[config.mk]
export PLATFORM = sky130hd
export DESIGN_NAME = div_issue_queue
export DESIGN_NICKNAME = d
export VERILOG_FILES = /design/src/rtl/div_issue_queue.sv
export SDC_FILE = /design/constraint.sdc
export NUM_CORES = 1
export LEC_CHECK = 0
export BUFFER_PORTS_ARGS = -buffer_cell sky130_fd_sc_hd__buf_2
export CELL_PAD_IN_SITES_DETAIL_PLACEMENT = 2
export CELL_PAD_IN_SITES_GLOBAL_PLACEMENT = 2
export CORE_MARGIN = 5
export CORE_UTILIZATION = 40
export CTS_CLUSTER_DIAMETER = 30
export DETAILED_ROUTE_END_ITERATION = 7
export PLACE_DENSITY_LB_ADDON = 0.2
export SETUP_SLACK_MARGIN = 0.5
export SYNTH_ARGS = -nofsm -noshare
export SYNTH_HDL_FRONTEND = slang
export SYNTH_SLANG_ARGS = --single-unit
[constraint.sdc]
create_clock -name i_clk -period 4.76 [get_ports i_clk]
set_input_delay 0.952 -clock i_clk [delete_from_list [all_inputs] [get_ports i_clk]]
set_output_delay 0.952 -clock i_clk [all_outputs]
set_load 0.02 [all_outputs]
[src/rtl/div_issue_queue.sv]
// div_issue_queue: in-order request FIFO that feeds a serial divider one operation at a time
// and holds each tagged result on a valid/ready output until it is consumed.
module div_issue_queue #(
  parameter int BW   = 32,
  parameter int DEPTH = 4,
  parameter int TAGW = 4
) (
  input  logic                         i_clk,
  input  logic                         i_reset,
  input  logic                         in_valid,
  output logic                         in_ready,
  input  logic                         in_signed,
  input  logic [BW-1:0]                in_num,
  input  logic [BW-1:0]                in_den,
  input  logic [TAGW-1:0]              in_tag,
  output logic                         o_div_wr,
  output logic                         o_div_signed,
  output logic [BW-1:0]                o_div_numerator,
  output logic [BW-1:0]                o_div_denominator,
  input  logic                         i_div_busy,
  input  logic                         i_div_valid,
  input  logic                         i_div_err,
  input  logic [BW-1:0]                i_div_quotient,
  input  logic [3:0]                   i_div_flags,
  output logic                         out_valid,
  input  logic                         out_ready,
  output logic [BW-1:0]                out_quotient,
  output logic [3:0]                   out_flags,
  output logic                         out_err,
  output logic [TAGW-1:0]              out_tag,
  output logic [$clog2(DEPTH+2)-1:0]   o_pending,
  output logic                         o_proto_err
);
  localparam int AW = $clog2(DEPTH);
  localparam int CW = $clog2(DEPTH+1);
  localparam int PW = $clog2(DEPTH+2);
  localparam int EW = 1 + 2*BW + TAGW;

  typedef enum logic [1:0] {S_IDLE, S_WAIT, S_HOLD} state_t;

  state_t          state, state_next;
  logic [EW-1:0]   mem [DEPTH];
  logic [EW-1:0]   head;
  logic [AW-1:0]   wr_ptr, rd_ptr;
  logic [CW-1:0]   count, count_next;
  logic [TAGW-1:0] tag_q;
  logic            push, issue, done;

  assign in_ready = (count != CW'(DEPTH)) && !i_reset;
  assign push     = in_valid && in_ready;
  assign issue    = (state == S_IDLE) && (count != '0) && !i_div_busy;
  assign done     = (state == S_HOLD) && out_ready;
  assign head     = mem[rd_ptr];

  always_comb begin
    state_next = state == S_IDLE ? (issue ? S_WAIT : S_IDLE)
               : state == S_WAIT ? (i_div_valid ? S_HOLD : S_WAIT)
               : (out_ready ? S_IDLE : S_HOLD);
    count_next = count + CW'(push) - CW'(issue);
  end

  always_ff @(posedge i_clk) begin
    if (i_reset) state <= S_IDLE;
    else         state <= state_next;
  end

  // Storage needs no reset: the count alone decides which entries are live.
  always_ff @(posedge i_clk) begin
    if (push) mem[wr_ptr] <= {in_signed, in_num, in_den, in_tag};
  end

  always_ff @(posedge i_clk) begin
    if (i_reset) begin
      wr_ptr            <= '0;
      rd_ptr            <= '0;
      count             <= '0;
      o_div_wr          <= 1'b0;
      o_div_signed      <= 1'b0;
      o_div_numerator   <= '0;
      o_div_denominator <= '0;
      tag_q             <= '0;
      out_valid         <= 1'b0;
      out_quotient      <= '0;
      out_flags         <= '0;
      out_err           <= 1'b0;
      out_tag           <= '0;
      o_pending         <= '0;
      o_proto_err       <= 1'b0;
    end else begin
      count     <= count_next;
      o_div_wr  <= issue;
      o_pending <= PW'(count_next) + PW'(state_next != S_IDLE);
      if (push) wr_ptr <= wr_ptr + 1'b1;
      if (issue) begin
        rd_ptr            <= rd_ptr + 1'b1;
        o_div_signed      <= head[EW-1];
        o_div_numerator   <= head[EW-2 -: BW];
        o_div_denominator <= head[TAGW+BW-1 -: BW];
        tag_q             <= head[TAGW-1:0];
      end
      if (state == S_WAIT && i_div_valid) begin
        out_valid    <= 1'b1;
        out_quotient <= i_div_quotient;
        out_flags    <= i_div_flags;
        out_err      <= i_div_err;
        out_tag      <= tag_q;
      end
      if (done) out_valid <= 1'b0;
      if (i_div_valid && state != S_WAIT) o_proto_err <= 1'b1;
    end
  end
endmodule

==> results by group, run 1 <==
Worst setup path
  – Worst path max stage delay: 0.62 ns
  – CP top delay family: buffers and inverters
  – CP Class: input port to output port
  – Reg2reg start: count[1]
  – Critical Path Source: i_reset
  – CP cell instances: buf_4, buf_4, nor2_1, buf_2
  – Crit-path max FO: 64
  – WP buf/inv: 3
  – Critical Path AT: 2.11 ns
  – CP startpoint kind: input port
  – WP data required: 3.81 ns
  – Most common cell on crit path: buf_4
  – Worst setup EP type: output port
  – Crit-path slowest cell: buf_4

CTS
  – Clock-pin slew on the worst setup and hold paths: 0.04 ns
  – Gates resized, CTS repair: 0
  – CTS buffer count: 87
  – CTS Root Cell: clkbuf_16
  – Clock buffer depth: 3
  – Post-CTS Setup Bufs: 0
  – H-tree depth: 3
  – Hold Buf Count CTS: 0
  – Worst-Skew Late Latency: 0.59 ns
  – CTS sink cnt: 401
  – CTS tree: done

Power and ir drop
  – Comb power frac: 16.7%
  – Reg power frac: 35.3%
  – Switching Share: 28.1%
  – Pwr/cell area: 645 nW/um^2
  – P_int: 0.00889 W
  – Psw: 0.00347 W
  – Clock share of power: 47.9%
  – Worst IR Drop VDD: 0.000430 V
  – Leak: 6.95 nW

Hold path
  – Hold WC Path Type: flop to flop
  – HP Start: out_quotient[5]

Layout
  – Fillers: 3,323
  – Design area: 19,200 sq um
  – Syn-to-layout area delta: 30.4%
  – Commonest non-fill, non-tap cell in the layout: edfxtp_1
  – Commonest cells after routing, fill and taps aside: edfxtp_1 (276), buf_2 (223), dfxtp_1 (123), a21oi_1 (115), clkbuf_16 (90)
  – Nets: 1,316
  – Share of cells above drive strength 1: 35.9%
  – Non-filler cells, final: 1,738
  – Final Util: 52.6%

Timing
  – Minimum clock period: 3.06 ns
  – Final hold violations: 0
  – Final slew viol count: 0
  – Endpoints failing setup: 0
  – RSZ-0062 raised after global routing: no
  – Clk_skew: 0.0266 ns
  – Fin worst setup slack: 1.70 ns
  – Setup_tns: 0 ns
  – Worst-Margin Slew: 1.00 ns
  – Tcrit/Tclk final: 64.2%
  – Slew headroom: 33.3%
  – Achievable Freq: 327 MHz

Floorplan
  – Area of the die: 40,600 sq um
  – Row count: 70
  – Die W: 202 microns
  – Die H: 202 microns
  – Io pins: 225
  – Effective utilization at floorplan: 40.3%
  – Core area: 36,400 sq um

Route
  – DR WL/cell: 25.3 microns
  – Vias: 9,253
  – Antenna-violating nets left: 0
  – Routed WL: 44.0 mm
  – Drt pass-1 iters: 4
  – Drc violations: 0
  – DRT iter0 DRCs: 449
  – Vias/cell: 5.32

Place
  – Post-Place Cells: 1,574
  – Area after DPL: 16,200 sq um
  – PortBufs: 224
  – DP Wirelength: 25.1 mm
  – Routability cong.: 0.710
  – Pre-CTS setup slack: 1.53 ns

Logic synthesis
  – #FFs+latches synth: 401
  – Asr flop ratio synth: 0%
  – Post-synth cell types: 35
  – Post-synthesis cell area: 14,700 sq um
  – Syn nets: 1,057
  – Ys Warns: 0
  – Synthesized area per cell: 15.7 sq um
  – EDFF count, synth: 276
  – Main synth FF type: edfxtp_1
  – Seq/Total Area, Yosys: 73.5%
  – Synth Instances: 936

GRT
  – Total GRT Usage: 21.6%
  – Met3 Track Usage GR: 4.92%
  – Largest net degree at the start of global routing: 72
  – Vias in the first global route: 10,600
  – Met1 usage: 27.5%
  – First-pass GRT wire length: 67.2 mm
  – GR peak layer: met2
  – GRT overflow: 0
  – Initial antenna violation count: 5
  – Met2 GRT Util: 36.5%

Flow run
  – Max-cap violations: 0

Status
  – Status: completed
## flip-flops by register name, summed over array words and instances, names as in the netlist
register,count
count,3
mem,276
o_div_denominator,32
o_div_numerator,32
o_div_signed,1
o_div_wr,1
o_pending,3
o_proto_err,1
out_err,1
out_flags,4
out_quotient,32
out_tag,4
out_valid,1
rd_ptr,2
state,2
tag_q,4
wr_ptr,2
## metal layers
| metal | up-vias | part of all wire [%] |
|---|---|---|
| li1 | 4118 | - |
| met1 | 4776 | 41 |
| met2 | 293 | 51 |
| met3 | 66 | 5.2 |
| met4 | 0 | 2.4 |
| met5 | - | 0 |
## power groups by stage
| stage | sequential [W] | combinational [W] | clock [W] |
|---|---|---|---|
| after floorplan | 0.00449 | 0.00122 | 0 |
| after global placement | 0.00440 | 0.00200 | 0 |
| after detailed placement | 0.00443 | 0.00207 | 0 |
| after CTS | 0.00438 | 0.00211 | 0.00602 |
| after global routing | 0.00441 | 0.00224 | 0.00625 |
| final | 0.00437 | 0.00207 | 0.00592 |
## through the flow
stage                     hold slack, ns  total power, W
after global routing               0.476          0.0129
final                              0.451          0.0124
after floorplan                    0.428         0.00571
after detailed placement           0.449         0.00650
after global placement             0.439         0.00639
after CTS                          0.455          0.0125
## synthesized netlist by cell type (7+ instances only)
library cell | n | share of area [%]
a21oi_1 | 115 | 3.9
buf_2 | 12 | 0.41
buf_4 | 7 | 0.36
clkbuf_1 | 48 | 1.2
dfxtp_1 | 125 | 17
edfxtp_1 | 276 | 56
ha_1 | 8 | 0.68
inv_1 | 9 | 0.23
mux4_2 | 69 | 11
nand2_1 | 86 | 2.2
nand3_1 | 69 | 2.4
nor2_1 | 7 | 0.18
o21ai_0 | 58 | 2.0
o21ai_1 | 13 | 0.44
## worst paths after layout
check	depth (start not counted)	slack [ns]	end
worst min register to register	2	0.45	out_quotient[5]
worst max register to register	9	2.06	o_pending[1]
worst min-delay path	2	0.45	out_quotient[5]
worst max-delay path	4	1.70	in_ready
## layout make-up
type / instances / area [sq um] / share of cell area, %
clock buffer: 117 / 2430 / 12.7
antenna: 4 / 10.0 / 0.0523
tap: 468 / 586 / 3.06
timing repair buffer: 241 / 1250 / 6.53
inverter: 9 / 33.8 / 0.176
sequential: 401 / 10800 / 56.4
multi-input combinational: 455 / 3570 / 18.6
clock inverter: 43 / 478 / 2.49
## cells by family after synthesis
logic type | share of synthesized area [%]
flops | 73.5
compound gates | 6.52
simple gates | 5.83
buf+inv | 2.43
mux | 10.7
fa+ha+maj | 0.818
xor+xnor | 0.213
## worst min-delay path, cell delays in order (launching register included)
cell and delay (ns):
dfxtp_1 0.30, nand2_1 0.05, a21oi_1 0.05
Note: power is estimated with default switching activity, not from simulation.
==> run 2: changes to the inputs <==
- clock period: 4.76 -> 2.9 ns (I/O delays scaled with it)
==> run 2 against run 1 <==
Power grew 74%. Cell count grew 1.5%. Core utilization grew 1.7 points. First-iteration DRC count grew 15%. Die area is the same. Global-route usage is essentially flat. Cell area grew 3.3%. Setup slack lost 1.2 ns. Hold slack lost 0.24 ns. Register-to-register slack lost 1.5 ns. Sequential power grew 63%.
==> results by group, run 2 (synthesized netlist as in run 1, its figures left out) <==
GRT
  – Total GRT Usage: 21.6%
  – First-pass GRT wire length: 67.6 mm
  – GRT overflow: 0
  – Vias in the first global route: 10,900
  – Largest net degree at the start of global routing: 127
  – Initial antenna violation count: 8

Power and ir drop
  – Pwr/cell area: 1090 nW/um^2
  – Worst IR Drop VDD: 0.000644 V
  – Leak: 7.24 nW
  – Power, Total: 0.0215 W

Worst setup path
  – Crit-path max FO: 4
  – Critical Path AT: 2.80 ns
  – Worst setup EP type: flop
  – Crit-path slowest cell: fa_2
  – Worst path max stage delay: 0.58 ns
  – CP Class: flop to flop
  – CP top delay family: adder cells
  – CP startpoint kind: flop
  – WP data required: 3.32 ns
  – CP cell instances: or3_4, nand2_4, inv_4, ha_4, inv_2, ha_2, fa_2, ha_4, xnor2_2, nor2_1
  – Most common cell on crit path: ha_4
  – WP buf/inv: 2

CTS
  – CTS buffer count: 88
  – Clock buffer depth: 3
  – CTS tree: done
  – Clock-pin slew on the worst setup and hold paths: 0.05 ns
  – H-tree depth: 3
  – Worst-Skew Late Latency: 0.59 ns
  – Hold Buf Count CTS: 0
  – CTS Root Cell: clkbuf_16
  – CTS sink cnt: 401

Floorplan
  – Effective utilization at floorplan: 40.3%
  – Row count: 70
  – Core area: 36,400 sq um
  – Io pins: 225
  – Die H: 202 microns
  – Area of the die: 40,600 sq um
  – Die W: 202 microns

Layout
  – Reg with most FFs: mem
  – Seq. cell area: 10,800 sq um
  – Max FFs per register: 276
  – Multi-input gate area: 3640 sq um
  – Share of cells above drive strength 1: 39.0%
  – Fillers: 3,320
  – Nets: 1,339
  – Commonest non-fill, non-tap cell in the layout: edfxtp_1
  – Syn-to-layout area delta: 34.8%
  – Commonest cells after routing, fill and taps aside: edfxtp_1 (276), buf_2 (223), dfxtp_1 (120), a21oi_1 (115), clkbuf_16 (95)

Route
  – DRT iter0 DRCs: 515
  – Routed WL: 44.1 mm
  – Drc violations: 0
  – Antenna-violating nets left: 0
  – DR WL/cell: 25.0 microns
  – Vias: 9,371
  – Drt pass-1 iters: 4
  – Vias/cell: 5.31

Place
  – Routability cong.: 0.703
  – DP Wirelength: 24.1 mm
  – Pre-CTS setup slack: 0.302 ns
  – PortBufs: 224

Timing
  – Final hold violations: 0
  – Achievable Freq: 420 MHz
  – Worst-Margin Slew: 1.01 ns
  – Tcrit/Tclk final: 82.1%
  – Endpoints failing setup: 0
  – Minimum clock period: 2.38 ns
  – RSZ-0062 raised after global routing: no
  – Slew headroom: 32.6%
  – Final slew viol count: 0
  – Clk_skew: 0.0323 ns
  – Setup_tns: 0 ns
  – Fin worst setup slack: 0.519 ns

Flow run
  – Max-cap violations: 0

Status
  – Status: completed

Hold path
  – Hold WC Path Type: input port to flop
==> run 2: final cells by class <==
cell class	count	share of cell area (%)
flip-flops and latches	401	54.6
multi-input cells	455	18.4
clock buffers	119	13.0
repair buffers	263	7.79
clock inverters	47	3.05
well taps	468	2.96
inverters	9	0.183
diodes	2	0.0253
==> run 2: final timing paths <==
| kind | slack, ns | end | cells after the start | from |
|---|---|---|---|---|
| worst min-delay path | 0.21 | mem[0][31] | 1 | in_den[27] |
| worst max register to register | 0.52 | o_pending[2] | 10 | count[1] |
| worst max-delay path | 0.52 | o_pending[2] | 10 | count[1] |
| worst min register to register | 0.45 | out_tag[1] | 2 | tag_q[1] |
==> run 2: power breakdown <==
| group | switching [W] | leakage (nW) | internal (W) |
|---|---|---|---|
| logic | 0.00237 | 2.16 | 0.00145 |
| registers | 0.000379 | 3.52 | 0.00674 |
| clock network | 0.00323 | 1.55 | 0.00736 |
==> run 2: timing repair <==
item,4_1_cts,5_1_grt
setup buffers,6,5
pin swaps,2,4
setup endpoints to repair,4,2
gates resized for setup,9,10
==> run 2: metrics by stage <==
stage	cells	utilization, %	cell area (sq um)	hold slack [ns]
global route	1764	54.3	19800	0.193
floorplan	936	-	14700	0.428
global placement	1585	45.2	16500	0.436
detailed placement	1585	45.2	16500	0.447
CTS	1757	54.1	19700	0.178
finish	1764	54.3	19800	0.215
==> run 2: per-layer routing <==
metal	global-route usage, %	routed length (microns)	up-vias
li1	-	-	4156
met1	26.0	17600	4830
met2	37.8	22900	291
met3	5.98	2580	84
met4	6.93	1010	10
met5	0	49	-
==> run 3: changes to the inputs <==
- ABC_AREA: default -> 1
- CORE_UTILIZATION: 40 -> 32
- clock period: 2.9 -> 2 ns (I/O delays scaled with it)
==> run 3 against run 2 <==
Non-clock buffer count increased by 169. Fmax grew 3.3%. Clock-buffer cell count increased by 10. The flow now finishes with violations (negative setup slack). Sequential power increased by 47%. Critical endpoint unchanged. First-iteration DRC count up 54%. Largest power group unchanged. Sequential share of layout area decreased by 13 points. Register-to-register slack got worse by 0.82 ns. Area after synthesis is 13% higher. Clock power is 58% higher. Core utilization is 4.0 points lower. Clock skew fell by 0.0079 ns. Via count grew 56%.
==> results by group, run 3 <==
Status
  – Status: complete, but fails checks
  – Failing checks: negative setup slack

Logic synthesis
  – Syn nets: 1,918
  – Seq/Total Area, Yosys: 65.1%
  – Yosys top cell by area: edfxtp_1
  – Synthesized area per cell: 9.23 sq um
  – Asr flop ratio synth: 0%
  – Count leader, synth: nand2_1
  – Main synth FF type: edfxtp_1
  – Top post-synthesis cells by count: nand2_1 (497), inv_1 (407), edfxtp_1 (276), nor2_1 (153), nand3_1 (149)
  – Ys Warns: 0
  – Area contributors post-synth: edfxtp_1 (50%), dfxtp_1 (15%), nand2_1 (11%)
  – Share of the synthesized area in the top cell type: 50.0%
  – EDFF count, synth: 276
  – Synth Instances: 1,797
  – #FFs+latches synth: 401
  – Post-synthesis cell area: 16,600 sq um
  – Post-synth cell types: 23

Worst setup path
  – Crit-path max FO: 3
  – CP startpoint kind: flop
  – Reg2Reg Depth: 13
  – Critical Path AT: 2.87 ns
  – WP data required: 2.56 ns
  – CP Class: flop to flop
  – Reg2reg start: count[1]
  – Worst setup EP type: flop
  – Reg2reg end: o_pending[2]
  – R2r setup slk: -0.30 ns

GRT
  – First-pass GRT wire length: 101 mm
  – Total GRT Usage: 23.8%
  – Largest net degree at the start of global routing: 84
  – Initial antenna violation count: 5
  – GRT overflow: 0
  – Vias in the first global route: 16,000

Layout
  – Max FFs per register: 276
  – Nets: 2,366
  – Commonest non-fill, non-tap cell in the layout: nand2_1
  – Share of cells above drive strength 1: 30.4%
  – Fillers: 5,134
  – Reg with most FFs: mem
  – Design area: 25,800 sq um
  – Final Util: 50.3%
  – Syn-to-layout area delta: 55.7%
  – Commonest cells after routing, fill and taps aside: nand2_1 (425), inv_1 (396), edfxtp_1 (276), buf_2 (223), nand3_1 (142)

Place
  – Routability cong.: 0.730
  – DP Wirelength: 30.1 mm
  – Area after DPL: 18,800 sq um
  – PortBufs: 224

Hold path
  – Worst Hold Path EP: mem[1][26]
  – Hold WC Path Type: input port to flop
  – Hold depth: 1
  – HP Start: in_den[22]

CTS
  – Clock buffer depth: 3
  – Clock-pin slew on the worst setup and hold paths: 0.05 ns
  – H-tree depth: 3
  – CTS buffer count: 97
  – CTS tree: done
  – Worst-Skew Late Latency: 0.64 ns
  – CTS sink cnt: 401
  – CTS Root Cell: clkbuf_16

Timing
  – Worst-Margin Slew: 0.598 ns
  – Endpoints failing setup: 60
  – RSZ-0062 raised after global routing: yes
  – Clk_skew: 0.0244 ns
  – Final hold violations: 0
  – Fin worst setup slack: -0.304 ns
  – Final slew viol count: 0
  – Tcrit/Tclk final: 115%
  – Achievable Freq: 434 MHz
  – Minimum clock period: 2.30 ns
  – Hold slack: 0.0338 ns
  – Slew headroom: 60.1%

Power and ir drop
  – Leak: 11.8 nW
  – Power, Total: 0.0413 W
  – Worst IR Drop VDD: 0.000709 V
  – Pwr/cell area: 1600 nW/um^2

Floorplan
  – Area of the die: 56,500 sq um
  – Io pins: 225
  – Die H: 238 microns
  – Die W: 238 microns
  – Row count: 83
  – Effective utilization at floorplan: 32.3%
  – Core area: 51,300 sq um

Route
  – Drc violations: 0
  – Drt pass-1 iters: 5
  – Vias/cell: 4.84
  – Routed WL: 77.6 mm
  – Vias: 14,600
  – DRT iter0 DRCs: 794
  – DR WL/cell: 25.8 microns
  – Antenna-violating nets left: 0

Flow run
  – Max-cap violations: 0
run 3: cell count changes in the layout (fill, tap and decap cells not counted), moves of 44 or more:
cell | previous run | this run
inv_1 | 6 | 396
nand2_1 | 85 | 425
nand3_1 | 69 | 142
a21oi_1 | 115 | 43
nor2_1 | 7 | 78
mux4_2 | 69 | 0
dlygate4sd3_1 | 0 | 66
nand2_2 | 0 | 44
run 3: worst max path at each step:
stage | from | endpoint | slack, ns | cells after the start
CTS | state[0] | o_pending[2] | -0.13 | 12
global route | state[0] | o_pending[2] | -0.36 | 12
finish | count[1] | o_pending[2] | -0.30 | 13
floorplan | i_div_busy | o_pending[2] | -0.19 | 13
global placement | i_div_busy | o_pending[2] | -0.30 | 12
detailed placement | i_div_busy | o_pending[2] | -0.33 | 13
run 3: repair_timing:
action | in CTS | in global routing
hold buffers | 66 | 0
setup buffers | 27 | 19
endpoints found under the setup margin | 467 | 469
endpoints found under the hold margin | 261 | 0
cloned | 33 | 23
gates resized for setup | 140 | 170
pin swaps | 30 | 71
run 3: metrics by stage:
| step | cells | setup slack (ns) | TNS (ns) |
|---|---|---|---|
| after floorplan | 1797 | -0.194 | -40.10 |
| after global placement | 2658 | -0.297 | -0.600 |
| after detailed placement | 2658 | -0.332 | -0.776 |
| after CTS | 2967 | -0.135 | -0.189 |
| after global routing | 3009 | -0.357 | -7.21 |
| final | 3011 | -0.304 | -2.71 |
run 3: kinds of logic (layout without fill, tap and decap cells):
| group | after synthesis | in the layout | share of synthesized area, % |
|---|---|---|---|
| AND/OR/NAND/NOR | 804 | 804 | 19.4 |
| buffers and inverters | 493 | 1025 | 12.0 |
| flip-flops | 401 | 401 | 65.1 |
| AO/OA/AOI/OAI | 90 | 90 | 2.74 |
| adder cells (fa/ha/maj) | 9 | 9 | 0.725 |
| other | 0 | 2 | 0 |
run 3: power breakdown:
group	leakage (nW)	switching (W)	total, W	internal [W]
sequential	3.53	0.000600	0.0105	0.00989
clock	1.67	0.00530	0.0167	0.0114
combinational	6.59	0.00841	0.0140	0.00564
run 3: layer usage:
| metal | wire length (microns) | track usage [%] | share of wire [%] |
|---|---|---|---|
| met1 | 30300 | 26.6 | 39 |
| met4 | 3360 | 11.1 | 4.3 |
| met3 | 3440 | 4.86 | 4.4 |
| met2 | 40500 | 43.5 | 52 |
| met5 | 46 | 0 | 0.059 |
run 3: final cells by class:
| cell class | instances | area, sq um | area share [%] |
|---|---|---|---|
| clock inverter | 54 | 744 | 2.88 |
| sequential | 401 | 10800 | 41.9 |
| antenna | 2 | 5.00 | 0.0194 |
| multi-input combinational | 903 | 4680 | 18.1 |
| tap | 680 | 851 | 3.30 |
| timing repair buffer | 432 | 4470 | 17.3 |
| clock buffer | 129 | 2680 | 10.4 |
| inverter | 410 | 1570 | 6.07 |
run 3: critical path, stage by stage, from the launching register on:
cell,delay (ns)
dfxtp_2,0.34
inv_4,0.08
nand3_4,0.13
nand2_8,0.10
inv_6,0.04
ha_4,0.27
inv_4,0.04
ha_4,0.16
fa_2,0.62
ha_4,0.15
inv_2,0.05
nand3_2,0.09
nand2_2,0.06
nor2_1,0.11
